<file path="src/rtl/serial_is_equal_pkg.sv">
// Shared definitions for the bit-serial equality comparator.
//   - state encoding for the comparator FSM
//   - default operand width
package serial_is_equal_pkg;

  localparam int DEFAULT_WIDTH = 16;

  localparam logic [1:0] ST_IDLE_ENC  = 2'd0;
  localparam logic [1:0] ST_SHIFT_ENC = 2'd1;
  localparam logic [1:0] ST_DONE_ENC  = 2'd2;

  typedef enum logic [1:0] {
    ST_IDLE  = ST_IDLE_ENC,
    ST_SHIFT = ST_SHIFT_ENC,
    ST_DONE  = ST_DONE_ENC
  } state_t;

endpackage

</file>
<file path="src/rtl/serial_is_equal_eq_bit_cell.sv">
// Single-bit compare cell: one xor and one or.
// Ports:
//   i_a, i_b          operand bits under comparison
//   i_mismatch        mismatch accumulated over earlier bits
//   o_diff            i_a differs from i_b
//   o_mismatch_next   i_mismatch | (i_a ^ i_b)
module eq_bit_cell (
  input  logic i_a,
  input  logic i_b,
  input  logic i_mismatch,
  output logic o_diff,
  output logic o_mismatch_next
);

  assign o_diff          = i_a ^ i_b;
  assign o_mismatch_next = i_mismatch | o_diff;

endmodule

</file>
<file path="src/rtl/serial_is_equal.sv">
// Bit-serial WIDTH-bit equality comparator. Operands are accepted via a
// valid/ready handshake, compared one bit per clock (LSB first) with a
// single eq_bit_cell, and the result (1 = equal) is returned via valid/ready.
//
// Optional feature: define EARLY_EXIT_EN to finish on the first differing
// bit instead of always walking all WIDTH bits.
//
// Ports:
//   clk        rising-edge clock
//   rst_n      asynchronous active-low reset
//   in_valid   operand pair x/y presented
//   in_ready   comparator idle and able to accept
//   x, y       operands, sampled only on accept
//   out_valid  result available
//   out_ready  consumer takes result
//   out        1 = operands equal, valid while out_valid
//
// state  | meaning
// IDLE   | waiting for an operand pair, in_ready high
// SHIFT  | comparing one bit per clock
// DONE   | holding result until out_ready
module serial_is_equal
  import serial_is_equal_pkg::*;
#(
  parameter int WIDTH = DEFAULT_WIDTH
) (
  input  logic             clk,
  input  logic             rst_n,
  input  logic             in_valid,
  output logic             in_ready,
  input  logic [WIDTH-1:0] x,
  input  logic [WIDTH-1:0] y,
  output logic             out_valid,
  input  logic             out_ready,
  output logic             out
);

  localparam int CNT_W = (WIDTH > 1) ? $clog2(WIDTH) : 1;
  localparam logic [CNT_W-1:0] CNT_LAST = CNT_W'(WIDTH - 1);
  localparam logic [CNT_W-1:0] CNT_ONE  = CNT_W'(1);

  state_t           r_state;
  logic [WIDTH-1:0] r_xs;
  logic [WIDTH-1:0] r_ys;
  logic [CNT_W-1:0] r_cnt;
  logic             r_mismatch;
  logic             r_out;
  logic             r_out_valid;

  logic             w_diff;
  logic             w_mismatch_next;
  logic             w_finish;

  eq_bit_cell u_cell (
    .i_a             (r_xs[0]),
    .i_b             (r_ys[0]),
    .i_mismatch      (r_mismatch),
    .o_diff          (w_diff),
    .o_mismatch_next (w_mismatch_next)
  );

`ifdef EARLY_EXIT_EN
  // A single differing bit settles the answer; equal operands still walk all bits.
  assign w_finish = (r_cnt == CNT_LAST) || w_diff;
`else
  assign w_finish = (r_cnt == CNT_LAST);
`endif

  always_ff @(posedge clk or negedge rst_n) begin
    if (!rst_n) begin
      r_state     <= ST_IDLE;
      r_xs        <= '0;
      r_ys        <= '0;
      r_cnt       <= '0;
      r_mismatch  <= 1'b0;
      r_out       <= 1'b0;
      r_out_valid <= 1'b0;
    end else begin
      case (r_state)
        ST_IDLE: begin
          if (in_valid) begin
            r_xs       <= x;
            r_ys       <= y;
            r_cnt      <= '0;
            r_mismatch <= 1'b0;
            r_state    <= ST_SHIFT;
          end
        end
        ST_SHIFT: begin
          r_mismatch <= w_mismatch_next;
          r_xs       <= {1'b0, r_xs[WIDTH-1:1]};
          r_ys       <= {1'b0, r_ys[WIDTH-1:1]};
          r_cnt      <= r_cnt + CNT_ONE;
          if (w_finish) begin
            r_out       <= ~w_mismatch_next;
            r_out_valid <= 1'b1;
            r_state     <= ST_DONE;
          end
        end
        ST_DONE: begin
          if (out_ready) begin
            r_out_valid <= 1'b0;
            r_state     <= ST_IDLE;
          end
        end
        default: begin
          r_out_valid <= 1'b0;
          r_state     <= ST_IDLE;
        end
      endcase
    end
  end

  assign in_ready  = (r_state == ST_IDLE);
  assign out_valid = r_out_valid;
  assign out       = r_out;

endmodule

</file>
<file path="config.mk">
export PLATFORM = sky130hd
export DESIGN_NAME = serial_is_equal
export DESIGN_NICKNAME = d
export VERILOG_FILES = /design/src/rtl/serial_is_equal_pkg.sv /design/src/rtl/serial_is_equal_eq_bit_cell.sv /design/src/rtl/serial_is_equal.sv
export SDC_FILE = /design/constraint.sdc
export NUM_CORES = 1
export LEC_CHECK = 0
export CAP_MARGIN = 5
export CORE_UTILIZATION = 45
export CTS_BUF_LIST = sky130_fd_sc_hd__clkbuf_8 sky130_fd_sc_hd__clkbuf_16
export CTS_CLUSTER_SIZE = 16
export DETAILED_ROUTE_END_ITERATION = 10
export GPL_TIMING_DRIVEN = 0
export PLACE_DENSITY = 0.8
export SETUP_SLACK_MARGIN = 0.5
export SLEW_MARGIN = 15
export SYNTH_ARGS = -nofsm -noshare
export SYNTH_HDL_FRONTEND = slang
export SYNTH_SLANG_ARGS = --single-unit
</file>
<file path="constraint.sdc">
create_clock -name clk -period 1.1 [get_ports clk]
set_input_delay 0.22 -clock clk [delete_from_list [all_inputs] [get_ports clk]]
set_output_delay 0.22 -clock clk [all_outputs]
set_load 0.01 [all_outputs]
</file>
==> results.yml, run 1 <==
outcome:
  outcome: "complete, but fails checks"
  failed_checks: "hold timing, setup timing"
pwr:
  p_sw_mw: 3.99
  power_frac_comb_pct: 53.9
  ir_drop_mv: 1.55
  clkPwrFrac_pct: 11.7
  p_int_mw: 5.43
  power.density_nw_per_um2: 2790
  cellLeakagePower_nw: 1.32
  sequentialPowerShare_pct: 34.5
  switching_share_pct: 42.3
routing:
  num_vias: 1987
  wl_met1_microns: 2840
  ant_nets: 0
  wl_per_cell_microns: 23.5
  routed_wl_microns: 7110
  drcViolationCount: 0
  met2_length_microns: 3700
  drtIter0Drc: 186
  wl_met3_microns: 311
  via_per_inst: 6.56
  drtPass1Iterations: 4
  top_layer: "met4"
layout:
  n_fill_cell: 187
  drive_gt1_share_pct: 52.2
  final_nets: 289
  area_growth_pct: 77.7
  num_antenna_cells: 0
  design_area_sq_um: 3380
critical_path:
  crit_buf_inv: 3
  r2r_setup_slack_ns: -0.19
  startpoint_type: "flop"
  worstPathRequired_ns: 1.31
  critPathMostFrequentCell: "buf_6"
  worstSetupEndpointType: "flop"
  path_max_fanout: 6
  cp_top_family: "buffers and inverters"
  worst_path_max_delay_cell: "dfrtp_1"
  setup.worst_path.class: "reg2reg"
  crit_arrival_ns: 1.50
  critPathMaxStageDelay_ns: 0.41
  path_cells: "buf_6 -> buf_8 -> buf_6 -> nor2b_4 -> a21oi_1 -> o21ai_1"
job:
  max-cap-violations: 0
cts:
  cts_root_buffer: "clkbuf_8"
  numCtsBuffers: 5
  cts_tree: "built"
  cts_buffer_depth: 2
  clk_latency_ns: 0.30
  clk_pin_slew_ns: 0.08
  ctsHtreeMaxLevel: 2
  cts_sinks: 41
synthesis:
  synth_cell_types: 26
  synth_edf_count: 0
  syn_inst: 189
  synthTopCellsByCount: "58 x o22ai_1, 41 x dfrtp_1, 33 x a21oi_1"
  synth_area_leaders: "dfrtp_1 54%, o22ai_1 19%, a21oi_1 8.7%"
  yosysTopAreaCell: "dfrtp_1"
  synth_area_sq_um: 1900
  yosys_warnings: 0
  ys_async_sr_fraction_pct: 100
  syn_nets: 226
  synth_top_area_share_pct: 53.9
  avgSynthCellArea_sq_um: 10.1
  synth.most_common_cell: "o22ai_1"
  synth_flop_cell: "dfrtp_1"
  yosysSeqAreaShare_pct: 53.9
  synth-seq-cells: 41
grt:
  grt_usage_pct: 24.7
  overflow: 0
  grt_max_degree: 34
  grt_pass1_wl_microns: 8260
  antenna_found_initial: 0
  grt_pass1_vias: 1806
timing:
  final_max_slew_viol_count: 0
  rsz0062_at_grt: "yes"
  period_minus_slack_ns: 1.29
  whs_ns: -0.225
  finalSetupViolations: 42
  worst_slew_pin_slew_ns: 0.392
  finalCritPeriodShare_pct: 117
  finClkSkew_ns: 0.00820
  fin_ws_ns: -0.189
  slew-limit-headroom_pct: 73.9
  max_freq_mhz: 776
  hold_viol_final: 8
die:
  die-area_sq_um: 4490
  rows: 23
  die_height_microns: 67.0
  ios: 39
  die_w_microns: 67.0
  start_util_pct: 47.2
  coreArea_sq_um: 4030
placed_design:
  dp_hpwl_microns: 3050
  place_area_sq_um: 2460
  port_buffers: 37
  gp_congestion: 0.750
hold_path:
  hp-class: "in2async"
## cells in the final DEF (no fill, tap or decap)
| cell type | count |
|---|---|
| a21oi_1 | 20 |
| o21bai_4 | 1 |
| o22a_1 | 1 |
| ha_4 | 1 |
| a22o_1 | 2 |
| buf_6 | 9 |
| and2_4 | 1 |
| a21oi_2 | 13 |
| buf_4 | 8 |
| clkdlybuf4s50_1 | 33 |
| nand2_1 | 5 |
| buf_2 | 6 |
| nand2b_4 | 2 |
| inv_2 | 1 |
| nor2_4 | 2 |
| buf_12 | 2 |
| o22ai_4 | 13 |
| clkinv_2 | 1 |
| nor2_2 | 1 |
| a21o_1 | 1 |
| clkinv_8 | 1 |
| dfrtp_1 | 41 |
| clkbuf_8 | 7 |
| a31oi_4 | 1 |
| nor2b_4 | 1 |
| mux2_4 | 2 |
| o21ai_1 | 4 |
| nand3_4 | 1 |
| xor2_1 | 1 |
| nor2_1 | 4 |
| a41oi_2 | 1 |
| o22ai_1 | 4 |
| nand3_1 | 2 |
| clkbuf_2 | 2 |
| o22ai_2 | 41 |
| o311ai_1 | 1 |
| nor2b_1 | 2 |
| clkbuf_16 | 4 |
| buf_8 | 10 |
## power groups by stage
stage	Combinational, mW	Sequential [mW]	Clock (mW)
2_1_floorplan	2.22	2.69	0
3_3_place_gp	2.84	2.78	0
3_5_place_dp	2.96	2.80	0
4_1_cts	3.46	2.78	1.09
5_1_grt	5.39	3.31	1.19
6_report	5.07	3.25	1.10
## per-layer routing
metal / GRT usage [%] / up-vias
met1: 32.2 / 1018
met4: 7.71 / 0
li1: - / 865
met3: 5.65 / 23
met2: 40.1 / 81
met5: 0 / -
## path summary, 6_finish.rpt
check,from,to,cells after the start
setup / recovery,r_state[1],r_xs[15],6
hold / removal,rst_n,r_ys[12],1
setup reg to reg,r_state[1],r_xs[15],6
hold reg to reg,out,out,1
max in group asynchronous,rst_n,r_cnt[2],2
min in group clk,in_valid,r_cnt[0],4
## state kept, by name, indices dropped and copies added, names as in the netlist
name        flops
out             1
out_valid       1
r_cnt           4
r_mismatch      1
r_state         2
r_xs           16
r_ys           16
## repair_timing
item                                   in CTS  in global routing
gates resized for setup                    39                 93
endpoints found under the hold margin       8                  8
setup buffers                              12                  0
cloned                                      2                  4
setup endpoints to repair                  44                 44
pin swaps                                   6                 38
## cell families after synthesis
kind of cell | share of synthesized area (%)
compound gates | 32.8
xor+xnor | 0.461
fa+ha+maj | 0.658
buf+inv | 5.66
flops | 53.9
mux | 1.18
simple gates | 5.26
## per-stage QoR
step	util [%]	total power, mW	std cells	TNS (ns)	worst slack, ns
3_5_place_dp	61.0	5.76	277	-0.900	-0.347
4_1_cts	68.1	7.33	299	-2.88	-0.151
3_3_place_gp	60.6	5.61	276	-51.94	-1.25
2_1_floorplan	-	4.91	189	-0.147	-0.0837
6_report	83.9	9.42	303	-5.12	-0.189
5_1_grt	83.9	9.88	303	-6.97	-0.235
## area by class of cell
| type | instances | area, sq um | share of cell area, % |
|---|---|---|---|
| plain buffers | 18 | 199 | 5.89 |
| clock buffers | 7 | 96.3 | 2.85 |
| multi-input cells | 128 | 1350 | 39.9 |
| clock inverters | 1 | 5.00 | 0.148 |
| inverters | 2 | 20.0 | 0.592 |
| repair buffers | 56 | 623 | 18.4 |
| well taps | 50 | 62.6 | 1.85 |
| flip-flops and latches | 41 | 1030 | 30.4 |
(Power assumes the default switching activity.)
==> inputs of run 2 (changes only) <==
CORE_UTILIZATION = 50   (was 45)
PLACE_DENSITY = 0.84   (was 0.8)
SETUP_SLACK_MARGIN = 0.05   (was 0.5)
clock period = 1.45 ns   (was 1.1 ns; I/O delays follow)
==> results.yml, run 2 (same netlist as run 1, synthesis figures left out) <==
timing:
  finalCritPeriodShare_pct: 93.2
  finalSetupViolations: 0
  final_max_slew_viol_count: 0
  worst_slew_pin_slew_ns: 0.446
  hold_viol_final: 0
  max_freq_mhz: 740
  period_minus_slack_ns: 1.35
  slew-limit-headroom_pct: 70.3
  fin_ws_ns: 0.0979
  rsz0062_at_grt: "yes"
  finClkSkew_ns: 0.00257
  fin_tns_setup_ns: 0
grt:
  overflow: 0
  grt_pass1_wl_microns: 7470
  grt_max_degree: 35
  grt_pass1_vias: 1610
  antenna_found_initial: 0
  grt_usage_pct: 24.2
routing:
  drtPass1Iterations: 4
  ant_nets: 0
  num_vias: 1732
  drcViolationCount: 0
  drtIter0Drc: 178
  via_per_inst: 6.08
  wl_per_cell_microns: 15.6
  routed_wl_microns: 4440
layout:
  seq_area_sq_um: 1030
  final_nets: 274
  top_regs: "r_xs (16), r_ys (16), r_cnt (4)"
  drive_gt1_share_pct: 13.9
  num_antenna_cells: 0
  area_growth_pct: 29.5
  multi_input_area_sq_um: 771
  final_common_cell: "o22ai_1"
  postLayoutCoreUtil_pct: 67.3
  design_area_sq_um: 2460
  final_cell_mix: "58 x o22ai_1, 41 x dfrtp_1, 33 x a21oi_1, 33 x clkdlybuf4s50_1, 12 x buf_2"
  n_fill_cell: 302
pwr:
  switching_share_pct: 38.5
  power.density_nw_per_um2: 2010
  cellLeakagePower_nw: 1.02
  clkPwrFrac_pct: 15.1
  sequentialPowerShare_pct: 42.6
  ir_drop_mv: 1.22
  power_mw: 4.95
  p_int_mw: 3.05
  p_sw_mw: 1.91
  power_frac_comb_pct: 42.3
placed_design:
  gp_congestion: 0.806
  dp_hpwl_microns: 3040
  place_area_sq_um: 2350
  port_buffers: 37
  post-place-ws_ns: -0.0546
cts:
  ctsHtreeMaxLevel: 2
  cts_sinks: 41
  cts_tree: "built"
  cts_root_buffer: "clkbuf_8"
  cts_buffer_depth: 2
  clk_latency_ns: 0.29
  clk_pin_slew_ns: 0.07
  numCtsBuffers: 5
outcome:
  outcome: "complete, no violations"
critical_path:
  startpoint_type: "flop"
  worstPathRequired_ns: 1.16
  worstSetupEndpointType: "output pin"
  r2r_setup_slack_ns: 0.14
  setup.worst_path.class: "reg2out"
  path_max_fanout: 10
  crit_arrival_ns: 1.06
die:
  die_w_microns: 63.7
  ios: 39
  start_util_pct: 51.9
  die-area_sq_um: 4050
  coreArea_sq_um: 3660
  die_height_microns: 63.7
  rows: 22
hold_path:
  hp-class: "in2async"
job:
  max-cap-violations: 0
-- run 2: cell types whose count changed in the layout (fill, tap and decap cells not counted), sizes merged --
cell         before  now
clkbuf           13    8
buf              35   21
inv               1    3
dlygate4sd2       0    2
dlygate4sd3       0    1
clkinv            2    0
-- run 2: path summary, 6_finish.rpt --
| kind | from | to | cells after the start |
|---|---|---|---|
| max in group asynchronous | rst_n | r_xs[10] | 3 |
| min in group clk | in_valid | r_ys[15] | 4 |
| worst min register to register | r_ys[1] | r_ys[1] | 2 |
| worst max-delay path | r_state[0] | in_ready | 3 |
| worst min-delay path | rst_n | r_cnt[0] | 2 |
| worst max register to register | r_cnt[0] | out | 4 |
-- run 2: per-layer routing --
metal | vias to the layer above | global-route usage [%] | wire length, microns
met1 | 836 | 31.9 | 1990
met2 | 61 | 37.1 | 2140
met5 | - | 0 | 0
met4 | 0 | 10.2 | 65
met3 | 7 | 6.70 | 241
li1 | 828 | - | -
-- run 2: final cells by class --
| class | instances | share of cell area (%) |
|---|---|---|
| plain buffers | 18 | 4.47 |
| clock buffers | 6 | 3.35 |
| clock inverters | 1 | 0.152 |
| inverters | 2 | 0.305 |
| multi-input cells | 128 | 31.3 |
| flip-flops and latches | 41 | 41.6 |
| well taps | 48 | 2.44 |
| repair buffers | 41 | 16.4 |
-- run 2: per-stage QoR --
stage | hold slack [ns] | instances
2_1_floorplan | -0.00559 | 189
3_3_place_gp | 0.471 | 274
3_5_place_dp | 0.153 | 275
4_1_cts | 0.366 | 283
5_1_grt | 0.390 | 285
6_report | 0.371 | 285
-- run 2: timing repair --
action	in CTS	in global routing
endpoints found under the hold margin	7	0
gates resized for setup	9	1
hold buffers	1	0
setup buffers	0	2
endpoints found under the setup margin	3	2
-- run 2: power by group through the flow --
stage	Clock [mW]	Sequential, mW	Combinational [mW]
floorplan	0	2.02	1.51
global route	0.817	2.17	2.35
global placement	0	2.09	1.97
CTS	0.763	2.10	2.06
detailed placement	0	2.12	2.06
finish	0.746	2.11	2.10
-- run 2: critical path, stage by stage, from the launching register on --
cell	delay, ns
dfrtp_1	0.40
buf_6	0.15
nor2_1	0.09
buf_2	0.13
